===== src/rtl/multicycle_control.sv =====
// multicycle_control: RV32I multi-cycle sequencer driving datapath selects, enables and the memory port
// Latency: FETCH/DECODE plus 1-3 more states (3-5 cycles) with zero-wait memory, +1 cycle per memory wait
// Backpressure: mem_req and address held until mem_ready; optional wait timeout traps to a sticky illegal state
module multicycle_control #(
    parameter int ALUCTRL_W   = 3,
    parameter int MEM_EN      = 1,
    parameter int MEM_TIMEOUT = 0
) (
    input  logic                 clk,
    input  logic                 rst,
    input  logic [31:0]          instr,
    input  logic                 zero,
    input  logic                 mem_ready,
    output logic                 mem_req,
    output logic                 mem_we,
    output logic                 adr_src,
    output logic                 ir_write,
    output logic                 pc_write,
    output logic                 reg_write,
    output logic [1:0]           alu_src_a,
    output logic [1:0]           alu_src_b,
    output logic [ALUCTRL_W-1:0] alu_ctrl,
    output logic [2:0]           imm_src,
    output logic [1:0]           result_src,
    output logic                 illegal,
    output logic [3:0]           state
);
    localparam logic [3:0] FETCH    = 4'd0;
    localparam logic [3:0] DECODE   = 4'd1;
    localparam logic [3:0] MEMADR   = 4'd2;
    localparam logic [3:0] MEMREAD  = 4'd3;
    localparam logic [3:0] MEMWB    = 4'd4;
    localparam logic [3:0] MEMWRITE = 4'd5;
    localparam logic [3:0] EXECR    = 4'd6;
    localparam logic [3:0] EXECI    = 4'd7;
    localparam logic [3:0] ALUWB    = 4'd8;
    localparam logic [3:0] BRANCH   = 4'd9;
    localparam logic [3:0] JAL      = 4'd10;
    localparam logic [3:0] LUI      = 4'd11;
    localparam logic [3:0] TRAP     = 4'd12;

    localparam logic [6:0] OP_R      = 7'b0110011;
    localparam logic [6:0] OP_IMM    = 7'b0010011;
    localparam logic [6:0] OP_LOAD   = 7'b0000011;
    localparam logic [6:0] OP_STORE  = 7'b0100011;
    localparam logic [6:0] OP_BRANCH = 7'b1100011;
    localparam logic [6:0] OP_JAL    = 7'b1101111;
    localparam logic [6:0] OP_LUI    = 7'b0110111;

    localparam logic [7:0] TIMEOUT = 8'(MEM_TIMEOUT);

    logic [6:0] opcode;
    logic [2:0] funct3;
    logic [6:0] funct7;
    logic       unused_instr;

    logic [3:0] state_q;
    logic [3:0] state_d;
    logic [3:0] decode_next;
    logic [7:0] wait_cnt;
    logic       illegal_q;
    logic       mem_state;
    logic       stalled;
    logic       timed_out;
    logic       alu_sub;

    assign opcode = instr[6:0];
    assign funct3 = instr[14:12];
    assign funct7 = instr[31:25];
    // Register and immediate fields belong to the datapath, not the sequencer.
    assign unused_instr = ^{instr[24:15], instr[11:7]};

    // A memory access is outstanding in these states; mem_ready is ignored elsewhere.
    assign mem_state = (state_q == FETCH) || (state_q == MEMREAD) || (state_q == MEMWRITE);
    assign stalled   = mem_state && !mem_ready;
    // Completion on the timeout cycle wins over the trap because stalled requires mem_ready = 0.
    assign timed_out = (TIMEOUT != 8'd0) && stalled && (wait_cnt == TIMEOUT);

    // Dispatch from DECODE: only the supported RV32I subset leaves the trap path.
    always_comb begin
        decode_next = TRAP;
        case (opcode)
            OP_R:      if (funct3 == 3'b000 && (funct7 == 7'b0000000 || funct7 == 7'b0100000))
                           decode_next = EXECR;
            OP_IMM:    if (funct3 == 3'b000) decode_next = EXECI;
            OP_LOAD,
            OP_STORE:  if (MEM_EN != 0 && funct3 == 3'b010) decode_next = MEMADR;
            OP_BRANCH: if (funct3 == 3'b000 || funct3 == 3'b001) decode_next = BRANCH;
            OP_JAL:    decode_next = JAL;
            OP_LUI:    decode_next = LUI;
            default:   decode_next = TRAP;
        endcase
    end

    // Next-state sequencing; a memory timeout overrides every wait state.
    always_comb begin
        state_d = state_q;
        case (state_q)
            FETCH:    if (mem_ready) state_d = DECODE;
            DECODE:   state_d = decode_next;
            MEMADR:   state_d = opcode[5] ? MEMWRITE : MEMREAD;
            MEMREAD:  if (mem_ready) state_d = MEMWB;
            MEMWRITE: if (mem_ready) state_d = FETCH;
            MEMWB, ALUWB, BRANCH, LUI: state_d = FETCH;
            EXECR, EXECI, JAL:         state_d = ALUWB;
            TRAP:     state_d = TRAP;
            default:  state_d = TRAP;
        endcase
        if (timed_out) state_d = TRAP;
    end

    // State, saturating wait counter (cleared on any state change) and sticky illegal flag.
    always_ff @(posedge clk or posedge rst) begin
        if (rst) begin
            state_q   <= FETCH;
            wait_cnt  <= 8'd0;
            illegal_q <= 1'b0;
        end else begin
            state_q <= state_d;
            if (state_d != state_q) wait_cnt <= 8'd0;
            else if (stalled && wait_cnt != 8'hFF) wait_cnt <= wait_cnt + 8'd1;
            if (state_d == TRAP) illegal_q <= 1'b1;
        end
    end

    // Datapath controls per state; reset forces everything low without waiting for a clock.
    always_comb begin
        mem_req    = 1'b0;
        mem_we     = 1'b0;
        adr_src    = 1'b0;
        ir_write   = 1'b0;
        pc_write   = 1'b0;
        reg_write  = 1'b0;
        alu_src_a  = 2'b00;
        alu_src_b  = 2'b00;
        alu_sub    = 1'b0;
        imm_src    = 3'b000;
        result_src = 2'b00;
        if (!rst) begin
            case (state_q)
                FETCH: begin
                    mem_req    = 1'b1;
                    alu_src_b  = 2'b10;
                    result_src = 2'b10;
                    ir_write   = mem_ready;
                    pc_write   = mem_ready;
                end
                DECODE: begin
                    alu_src_a = 2'b01;
                    alu_src_b = 2'b01;
                    imm_src   = (opcode == OP_JAL) ? 3'b011 : 3'b010;
                end
                EXECR: begin
                    alu_src_a = 2'b10;
                    alu_sub   = funct7[5];
                end
                EXECI: begin
                    alu_src_a = 2'b10;
                    alu_src_b = 2'b01;
                end
                MEMADR: begin
                    alu_src_a = 2'b10;
                    alu_src_b = 2'b01;
                    imm_src   = opcode[5] ? 3'b001 : 3'b000;
                end
                MEMREAD: begin
                    mem_req = 1'b1;
                    adr_src = 1'b1;
                end
                MEMWB: begin
                    reg_write  = 1'b1;
                    result_src = 2'b01;
                end
                MEMWRITE: begin
                    mem_req = 1'b1;
                    mem_we  = 1'b1;
                    adr_src = 1'b1;
                end
                ALUWB: reg_write = 1'b1;
                BRANCH: begin
                    alu_src_a = 2'b10;
                    alu_sub   = 1'b1;
                    pc_write  = funct3[0] ? ~zero : zero;
                end
                JAL: begin
                    alu_src_a = 2'b01;
                    alu_src_b = 2'b10;
                    pc_write  = 1'b1;
                end
                LUI: begin
                    imm_src    = 3'b100;
                    result_src = 2'b11;
                    reg_write  = 1'b1;
                end
                default: ;
            endcase
        end
    end

    assign alu_ctrl = ALUCTRL_W'(alu_sub);
    assign illegal  = illegal_q & ~rst;
    assign state    = rst ? FETCH : state_q;

endmodule


===== config.mk =====
export PLATFORM = sky130hd
export DESIGN_NAME = multicycle_control
export DESIGN_NICKNAME = d
export VERILOG_FILES = /design/src/rtl/multicycle_control.sv
export SDC_FILE = /design/constraint.sdc
export NUM_CORES = 1
export LEC_CHECK = 0
export ABC_AREA = 1
export CAP_MARGIN = 5
export CORE_MARGIN = 1
export CORE_UTILIZATION = 30
export DETAILED_ROUTE_END_ITERATION = 8
export PLACE_DENSITY_LB_ADDON = 0.1
export SLEW_MARGIN = 20
export SYNTH_ARGS = -nofsm -noshare
export SYNTH_HDL_FRONTEND = slang
export SYNTH_SLANG_ARGS = --single-unit

===== constraint.sdc =====
create_clock -name clk -period 1.2 [get_ports clk]
set_input_delay 0.24 -clock clk [delete_from_list [all_inputs] [get_ports clk]]
set_output_delay 0.24 -clock clk [all_outputs]
set_load 0.02 [all_outputs]

After elaboration in Yosys (flattened, before gate mapping)
Cells that the tools add are included.
Widths: inputs -> output; s select.
- flip-flop bits (word level): 5
- bits in latches: 0
- memory bits (writable): 0
- ROM bits: 0
- output and inout port bits: 23
- word-level logic and storage cells: 79
- memories kept: 0
- $add $sub $neg: 0
- $mul: 0
- divide/modulo/power cells: 0
- order comparisons: 0
- equal/unequal tests: 22
- shift-type cells: 0
- multiplexer cells: 36
- bitwise logic cells: 3
- reduce and logical (&&, ||, !) cells: 16
- operators with widths (kind ; number):
    $eq 7x6->1 const B ; 4
    $mux 4 ; 7
    $pmux 4 s7 ; 1
    $pmux 4 s6 ; 1
    $eq 4x4->1 const B ; 5
    $eq 4x3->1 const B ; 4
    $mux 1 ; 15
    $eq 7x7->1 const B ; 2
    $reduce_or 3->1 ; 4
    $mux 3 ; 3
    $pmux 3 s3 ; 1
    $eq 4x2->1 const B ; 2
    $pmux 2 s2 ; 2
    $reduce_or 2->1 ; 4
    $reduce_or 4->1 ; 2
    $eq 7x2->1 const B ; 1
    $eq 7x5->1 const B ; 1
    $logic_not 7->1 ; 1
    $mux 2 ; 3
    $pmux 2 s3 ; 1
    $eq 4x1->1 const B ; 1
    $logic_not 4->1 ; 1
    $eq 3x1->1 const B ; 1
    $eq 3x2->1 const B ; 1
    other kinds (7) ; 9

Longest topological paths before layout
Gate-level depths: netlist of the first run.
- word-level depth: 7
- mapped depth: 11
- mapped depth without buffers: 11

Worst setup path after synthesis of the first run
No wires, ideal clock.
- kind: register to output
- start point: register state_q[2]
- end point: output port reg_write
- data arrival time: 1305 ps
- required time: 960 ps
- path slack: -345 ps
- stages on the path, launching flop included: 5
- buffers on the path: 0
- cell sequence: dfrtp_1 -> nor2_2 -> nand2_1 -> a21oi_1 -> a31o_2
- word-level cells in the longest chain between the ends: 4
- elaborated cells between the ends (all ways): 6
- classes of those cells: eq/ne: 3; mux: 2; reduce/logical: 1
- RTL lines (item ; line ; source):
    from (decl) ; 57 ; logic [3:0] state_q;
    from (signal assigned) ; 119 ; state_q <= state_d;
    $eq 4x4->1 / $eq 4x3->1 (equally long branches) ; 140 ; case (state_q)
    $reduce_or 3->1 (no source line) (*) ; -- ;
    $mux 1 (*) ; 140 ;
    $mux 1 (*) ; 139 ; if (!rst) begin
    to (decl) ; 19 ; output logic reg_write,
Every way passes the cells marked *; elsewhere a longest branch is shown, timed or not.

Worst setup path after layout of the first run
- start point: register state_q[0]
- end point: output port reg_write
The elaborated chain is that of the path after synthesis.

==> summary.txt, run 1 <==
Timing
  – Fin. max-slew vios: 0
  – RSZ-0062 raised after global routing: true
  – Final Hold Vio Count: 0
  – Finish-stage setup viols: 24
  – Hold_ws: 171 ps
  – Fin crit share: 1.40
  – Post-layout min period: 1680 ps
  – Setup WS post-layout: -483 ps
  – Peak Freq: between 0.5 and 0.6 GHz
  – Clock Skew: between 2 and 2.5 ps

Power
  – Switching share of power: 0.289
  – Pwr per Cell Area: 318 nW/um^2
  – Maximum vdd ir drop: 0.373 mV
  – Combinational fraction of design power: 0.408
  – Sw power: 172 uW
  – Clock share of power: 0.306
  – Tot Pwr: 593 uW
  – Lkg Pwr: 0.914 nW
  – Int Pwr: 421 uW
  – Sequential share of power: 0.286

Route
  – Routed WL: 2730 um
  – First-pass detailed-route iteration total: 4
  – Drt drc: 0
  – Antenna Violating Nets Remaining: 0
  – Vias per std cell: about 4.5
  – Iter 0 DRT Violations: 15
  – Via count: 1192
  – WL/cell: 10.4 um

Yosys
  – Synth unique cells: 22
  – Top cell type's share of synthesized area: 0.198
  – Sequential-to-total area share from yosys stat: 0.161
  – Avg Inst Size Synth: around 5.1 sq um
  – Synth Cell Area: 776 sq um
  – Yosys warnings: 0
  – Largest cells by area after synthesis: nand2_1 20%, dfrtp_1 16%, nor2_1 15%
  – Gate Count Post-Synth: approximately 150
  – #FFs+latches synth: 5
  – Largest area contributor in the netlist: nand2_1

Floorplanning
  – Die span in x: roughly 53 um
  – Starting Density: 0.316
  – Top Ports: 59
  – Core ar.: 2450 sq um
  – Num rows: 18
  – Die Ht: around 53 um
  – Die area: 2790 sq um

GRT
  – GR Overflow Total: 0
  – Met1 Use GR: 0.219
  – GRT met3 Usage: 0.0172
  – GRT Max-Usage Layer: met2
  – Initial antenna violation count: 0
  – GRT Resource Usage Total: 0.211
  – Number of global-route vias before repair: ~1100
  – Largest net degree at the start of global routing: 9
  – First-pass GRT wire length: around 4500 um
  – GR Layer Usage met2: 0.439

Layout
  – Total Nets Final: 271
  – Layout cells sized above 1: 0.594
  – Ant. Diodes: 0
  – Register area: 129 sq um
  – Layout area overhead: 140%
  – Fillers: 179
  – Design Area, Final: ~1900 sq um
  – Area of the multi-input gates: 830 sq um

Clock tree
  – Clk_lat worst skew: 230 ps
  – Sink Count: 5
  – H-tree Lvls: 1
  – TritonCTS clock tree: built
  – Cts bufs inserted: 3
  – Clock root cell: clkbuf_4
  – Reg clk slew, reported paths: 40 ps
  – Clock buffer depth: 2

Critical path
  – Crit start category: register
  – Worst endpoint required time: 960 ps
  – Critical Path AT: around 1400 ps
  – Flop-to-flop setup slack: -220 ps
  – Cells on worst reg2reg path: 9
  – RR Startpoint: state_q[2]
  – Setup crit end kind: output pin
  – Max FO, Critical Path: 6
  – WS Path Type: reg -> out
  – Reg-to-Reg End: illegal_q

Flow run
  – Max Cap Violations: 0

Min path
  – Worst min path class: in -> async

Outcome
  – Failing checks: negative setup slack
  – Status: finished with violations

Placement
  – Placer Congestion: 0.838
  – Placed cell areas: about 1600 sq um
  – Hpwl dp: approximately 2200 um
  – Pre-CTS setup slack: -958 ps
  – Port-buffer cells: 41
-- placed cells by master (no fill, tap or decap), types with 5 or more instances in the layout --
cell / instances
buf_4: 41
nand2_1: 26
buf_6: 20
nand2_2: 17
nor2_1: 16
nor2_4: 14
inv_1: 12
clkdlybuf4s50_1: 12
nor2_2: 9
inv_2: 9
nand3_1: 5
dlygate4sd2_1: 5
-- cell usage after synthesis --
| library cell | n |
|---|---|
| nand2_1 | 41 |
| nor2_1 | 30 |
| inv_1 | 22 |
| nor2_2 | 9 |
| nand3_1 | 8 |
| a21oi_1 | 6 |
| dfrtp_1 | 5 |
| o21ai_0 | 5 |
| nand2_2 | 4 |
| a31oi_1 | 3 |
| buf_4 | 3 |
| nand4_1 | 3 |
| o21ai_1 | 2 |
| o22ai_1 | 2 |
| a31o_2 | 1 |
| and2_1 | 1 |
| clkbuf_1 | 1 |
| clkinv_1 | 1 |
| conb_1 | 1 |
| inv_2 | 1 |
| or2_1 | 1 |
| or2_2 | 1 |
-- kinds of logic (layout without fill, tap and decap cells) --
family	Yosys count	after routing	share of synthesized area
AOI/OAI and AO/OA	19	19	0.135
buffers and inverters	28	110	0.150
DFF	5	5	0.161
other	1	2	0.00483
and+or+nand+nor	98	98	0.548
-- per-layer routing --
| metal | share of wire | wire (um) |
|---|---|---|
| met1 | 0.39 | 1060 |
| met2 | 0.58 | 1590 |
| met3 | 0.023 | 62 |
| met4 | 0.0069 | 19 |
| met5 | 0 | 0 |
-- critical path, stage by stage (launching register included) --
cell and delay (ps):
dfrtp_2 470, nand2_2 100, inv_1 80, nand2_2 130, a21oi_4 80, a31o_4 200
buf_4 150
-- through the flow --
step                      setup TNS [ps]  utilization  cells
after floorplan                    -1040            -    152
after global placement            -17330        0.652    255
after detailed placement          -17520        0.652    255
after CTS                          -7250        0.712    263
after global routing               -9330        0.759    264
final                              -7330        0.759    264
-- power by group through the flow --
stage	combinational, mW	clock (mW)	sequential, mW
6_report	0.242	0.181	0.169
5_1_grt	0.264	0.199	0.169
4_1_cts	0.229	0.188	0.169
3_5_place_dp	0.214	0	0.172
3_3_place_gp	0.210	0	0.172
2_1_floorplan	0.0729	0	0.172
-- area by class of cell --
class | instances | area share
clock buffer | 4 | 0.0141
inverter | 24 | 0.0510
multi-input combinational | 119 | 0.445
sequential | 5 | 0.0691
tap | 30 | 0.0201
timing repair buffer | 82 | 0.401
-- timing repair --
item / 4_1_cts / 5_1_grt
pin swaps: 18 / 15
buffers inserted: 5 / 2
endpoints found under the setup margin: 26 / 26
hold buffers: 0 / 0
gates resized for setup: 158 / 33
-- sequential cells by signal, summed over array words and instances (netlist names) --
name / count
state_q: 4
illegal_q: 1
-- worst max path at each step --
stage                       end  startpoint  cells past startpoint  slack (ps)
floorplan             reg_write  state_q[3]                      5        -120
global placement       pc_write   instr[12]                      7        -970
detailed placement     pc_write   instr[12]                      7        -960
CTS                 alu_ctrl[0]  state_q[2]                      6        -440
global route          reg_write  state_q[0]                      6        -540
finish                reg_write  state_q[0]                      6        -480
Power figures use the tool's default switching activity.
==> run 2, diff against run 1 <==
--- a/config.mk
+++ b/config.mk
@@ -8,7 +8,7 @@
 export ABC_AREA = 1
 export CAP_MARGIN = 5
 export CORE_MARGIN = 1
-export CORE_UTILIZATION = 30
+export CORE_UTILIZATION = 33
 export DETAILED_ROUTE_END_ITERATION = 8
 export PLACE_DENSITY_LB_ADDON = 0.1
 export SLEW_MARGIN = 20
==> constraint.sdc (replaced) <==
create_clock -name clk -period 1.6 [get_ports clk]
set_input_delay 0.32 -clock clk [delete_from_list [all_inputs] [get_ports clk]]
set_output_delay 0.32 -clock clk [all_outputs]
set_load 0.02 [all_outputs]
==> summary.txt, run 2 (synthesis gave the netlist of run 1 again) <==
Outcome
  – Status: finished with violations
  – Failing checks: negative setup slack

Timing
  – Final Hold Vio Count: 0
  – RSZ-0062 raised after global routing: true
  – Clock Skew: roughly 9.5 ps
  – TNS Setup: -1540 ps
  – Post-layout min period: between 1500 and 2000 ps
  – Fin. max-slew vios: 0
  – Hold_ws: ~330 ps
  – Finish-stage setup viols: 15
  – Setup WS post-layout: -142 ps
  – Fin crit share: 1.09
  – Peak Freq: 0.574 GHz

Placement
  – Hpwl dp: approximately 2100 um
  – Placed Cells incl. Taps: 250
  – Placer Congestion: about 0.87
  – Placed cell areas: 1450 sq um
  – Port-buffer cells: between 40 and 50

Layout
  – Design Area, Final: about 1700 sq um
  – Regs by FF count: state_q x4, illegal_q x1
  – Layout cells sized above 1: 0.489
  – Max reg flops: 4
  – Layout area overhead: 113%
  – Largest reg by FF count: state_q
  – Ant. Diodes: 0
  – Fillers: 183
  – Area of the multi-input gates: about 680 sq um
  – Register area: 129 sq um
  – Layout Cells excl Fill: ~260
  – Total Nets Final: 268
  – Most frequent cells in the layout: 44 x buf_4, 33 x nand2_1, 23 x nor2_1
  – Most common cell after layout, fill and taps aside: buf_4

Route
  – Antenna Violating Nets Remaining: 0
  – Routed WL: 2900 um
  – Met3 wire len: 132 um
  – WL/cell: 11.2 um
  – Top Metal Used: met4
  – Met1 wire length: 1170 um
  – Wire length on met2: around 1600 um
  – Drt drc: 0
  – Iter 0 DRT Violations: 19
  – First-pass detailed-route iteration total: 4
  – Vias per std cell: 4.64
  – Via count: 1203

Power
  – Sw power: 130 uW
  – Sequential share of power: 0.291
  – Maximum vdd ir drop: 0.526 mV
  – Int Pwr: ~310 uW
  – Switching share of power: 0.297
  – Tot Pwr: 436 uW
  – Clock share of power: 0.342
  – Combinational fraction of design power: 0.368
  – Lkg Pwr: 0.842 nW
  – Pwr per Cell Area: 264 nW/um^2

Critical path
  – Setup crit end kind: output pin
  – Slowest cell on the critical path: dfrtp_1
  – Worst endpoint required time: roughly 1300 ps
  – Crit start category: register
  – RR Startpoint: state_q[3]
  – Critical Path AT: 1420 ps
  – CP Launch Point: state_q[3]
  – Critical Path, Cell by Cell: buf_4 > nor2_4 > inv_2 > nor2_4 > inv_2 > o21ai_2 > buf_4
  – Worst Path Buf+Inv: 4
  – Max FO, Critical Path: 4
  – Max stage delay on crit path: 380 ps
  – Cells on worst reg2reg path: 10
  – CP Depth: 7
  – Reg-to-Reg End: illegal_q
  – Delay-heaviest family, CP: buffers and inverters
  – WS Path Type: reg -> out
  – CP endpoint: alu_src_a[0]
  – Flop-to-flop setup slack: roughly 140 ps

Min path
  – Worst min path class: in -> async

Floorplanning
  – Starting Density: 0.351
  – Die span in x: between 50 and 60 um
  – Core ar.: about 2200 sq um
  – Num rows: 17
  – Die Ht: about 50 um
  – Die area: 2550 sq um
  – Top Ports: 59

Flow run
  – Max Cap Violations: 0

GRT
  – First-pass GRT wire length: 4680 um
  – Largest net degree at the start of global routing: 9
  – Initial antenna violation count: 0
  – Number of global-route vias before repair: 1119
  – GRT Resource Usage Total: 0.237
  – GR Overflow Total: 0

Clock tree
  – Clock root cell: clkbuf_4
  – Sink Count: 5
  – CTS Hold Bufs: 0
  – Clock buffer depth: 2
  – Cts bufs inserted: 3
  – TritonCTS clock tree: built
  – H-tree Lvls: 1
  – Clk_lat worst skew: 250 ps
  – Reg clk slew, reported paths: about 50 ps
[run 2: cell type report]
cell class | instances | share of cell area
inverter | 24 | 0.0576
sequential | 5 | 0.0780
tap | 28 | 0.0212
multi-input combinational | 119 | 0.412
timing repair buffer | 79 | 0.415
clock buffer | 4 | 0.0159
[run 2: routing by layer]
layer,GRT usage,vias up
met2,0.460,34
met5,0,-
li1,-,630
met4,0.0139,0
met3,0.0455,2
met1,0.274,537
[run 2: timing repair]
item                                    CTS  global route
pin swaps                                 4            13
resized for setup                       110            46
setup buffers                             1             4
endpoints found under the setup margin   21            21
[run 2: worst reg2reg max path, delay by kind of cell, from the launching register on]
family | cells | cell delay [ps]
DFF | 1 | 380
buffers and inverters | 3 | 420
and+or+nand+nor | 6 | 430
AOI/OAI and AO/OA | 1 | 160
[run 2: worst min path at each step]
stage | from | to | slack [ps] | cells past startpoint
global placement | illegal_q | illegal_q | 430 | 2
CTS | rst | state_q[1] | 310 | 3
detailed placement | illegal_q | illegal_q | 450 | 2
global route | rst | state_q[1] | 350 | 3
floorplan | rst | illegal_q | 150 | 1
finish | rst | state_q[1] | 330 | 3
[run 2: metrics by stage]
| step | setup WS, ps | utilization |
|---|---|---|
| 2_1_floorplan | 102 | - |
| 3_3_place_gp | -701 | 0.656 |
| 3_5_place_dp | -722 | 0.656 |
| 4_1_cts | -140 | 0.673 |
| 5_1_grt | -215 | 0.747 |
| 6_report | -142 | 0.747 |
[run 2: power groups by stage]
stage                     Sequential [mW]  Clock [mW]  Combinational [mW]
after floorplan                     0.129           0              0.0518
after global placement              0.129           0               0.151
after detailed placement            0.129           0               0.152
after CTS                           0.127       0.155               0.151
after global routing                0.127       0.165               0.176
final                               0.127       0.149               0.160
==> run 3, diff against run 2 <==
==> constraint.sdc (replaced) <==
create_clock -name clk -period 1.6 [get_ports clk]
set_input_delay 0.16 -clock clk [delete_from_list [all_inputs] [get_ports clk]]
set_output_delay 0.16 -clock clk [all_outputs]
set_load 0.02 [all_outputs]
==> summary.txt, run 3 (synthesis gave the netlist of run 1 again) <==
GRT
  – GR Overflow Total: 0
  – Number of global-route vias before repair: 1048
  – Initial antenna violation count: 0
  – Largest net degree at the start of global routing: 11
  – GRT Resource Usage Total: 0.216
  – First-pass GRT wire length: 4280 um

Power
  – Maximum vdd ir drop: 0.651 mV
  – Tot Pwr: 415 uW
  – Pwr per Cell Area: 277 nW/um^2
  – Lkg Pwr: around 0.79 nW

Layout
  – Total Nets Final: ~260
  – Most common cell after layout, fill and taps aside: buf_4
  – Layout area overhead: 93.4%
  – Regs by FF count: state_q x4, illegal_q x1
  – Post-Route Utilization: 0.678
  – Ant. Diodes: 0
  – Layout cells sized above 1: 0.394
  – Max reg flops: 4
  – Largest reg by FF count: state_q
  – Most frequent cells in the layout: 41 x buf_4, 37 x nand2_1, 27 x nor2_1

Floorplanning
  – Die Ht: 50.5 um
  – Starting Density: 0.351
  – Top Ports: between 50 and 60
  – Die span in x: about 50 um
  – Core ar.: 2210 sq um
  – Num rows: 17
  – Die area: 2550 sq um

Clock tree
  – Reg clk slew, reported paths: roughly 40 ps
  – TritonCTS clock tree: built
  – Clock root cell: clkbuf_4
  – H-tree Lvls: 1
  – Cts bufs inserted: 3
  – Clock buffer depth: 2
  – CTS Hold Bufs: 0
  – Sink Count: 5
  – Clk_lat worst skew: between 200 and 250 ps

Timing
  – Clock Skew: 1.88 ps
  – Fin. max-slew vios: 0
  – Finish-stage setup viols: 1
  – Fin crit share: 1.00
  – Setup WS post-layout: -1.43 ps
  – RSZ-0062 raised after global routing: true
  – Final Hold Vio Count: 0
  – Hold_ws: 417 ps
  – TNS Setup: -1.43 ps
  – Post-layout min period: 1600 ps
  – Peak Freq: 0.624 GHz

Critical path
  – Flop-to-flop setup slack: 140 ps
  – WS Path Type: reg -> out
  – Critical Path AT: 1440 ps
  – Worst endpoint required time: 1440 ps
  – Max FO, Critical Path: 4
  – Setup crit end kind: output pin
  – Crit start category: register

Route
  – Drt drc: 0
  – First-pass detailed-route iteration total: 4
  – Via count: between 1000 and 1500
  – Routed WL: 2660 um
  – Vias per std cell: 4.65
  – Antenna Violating Nets Remaining: 0
  – Iter 0 DRT Violations: 27
  – WL/cell: 10.5 um

Min path
  – Worst min path class: in -> async

Placement
  – Port-buffer cells: 41
  – Hpwl dp: 2160 um
  – Placer Congestion: roughly 0.9

Outcome
  – Status: finished with violations
  – Failing checks: negative setup slack

Flow run
  – Max Cap Violations: 0
## run 3: changes by cell type in the layout (fill, tap and decap cells not counted), sizes merged
cell	before	now
buf	54	48
clkdlybuf4s50	16	20
dlymetal6s2s	2	0
clkbuf	6	5
clkdlybuf4s15	1	2
clkinv	2	1
dlygate4sd2	4	3
inv	22	23
## run 3: layer usage
layer,track usage,up-vias,share of wire
met1,0.281,519,0.45
met5,0,-,0
met3,0.0242,4,0.056
li1,-,622,-
met2,0.376,35,0.49
met4,0.0556,0,0.0094
## run 3: through the flow
stage	std cells	area, sq um	worst slack, ps
after floorplan	152	779	135
after detailed placement	246	1420	-405
final	254	1500	-1.43
after CTS	251	1420	-102
after global placement	246	1420	-379
after global routing	254	1500	-97.6
## run 3: worst paths after layout
path	start	to	cells after the start
min in group clk	illegal_q	illegal_q	2
max in group asynchronous	rst	state_q[2]	3
min reg2reg	illegal_q	illegal_q	2
max reg2reg	state_q[0]	illegal_q	10
min	rst	state_q[0]	3
max	state_q[2]	result_src[1]	5
## run 3: power breakdown
group          leakage, nW  switching (mW)  total (mW)  internal, mW
Sequential          0.0505               0       0.127         0.127
Combinational        0.723          0.0651       0.147        0.0815
Clock               0.0150          0.0473       0.141        0.0940
## run 3: repair_timing
action	CTS	global route
setup endpoints to repair	21	15
resized for setup	72	42
pin swaps	2	3
setup buffers	1	3
endpoints found under the hold margin	0	0
## run 3: layout make-up
cell class	count	area (sq um)
Timing Repair Buffer	74	607
Clock buffer	4	26.3
Fill cell	229	712
Multi-Input combinational cell	119	611
Inverter	24	92.6
Tap cell	28	35.0
Sequential cell	5	129
## run 3: critical path, stage by stage, from the launching register on
cell and delay [ps]:
dfrtp_2 460, nor2_4 170, nand2_1 100, buf_4 150
o21ai_0 140, buf_2 190
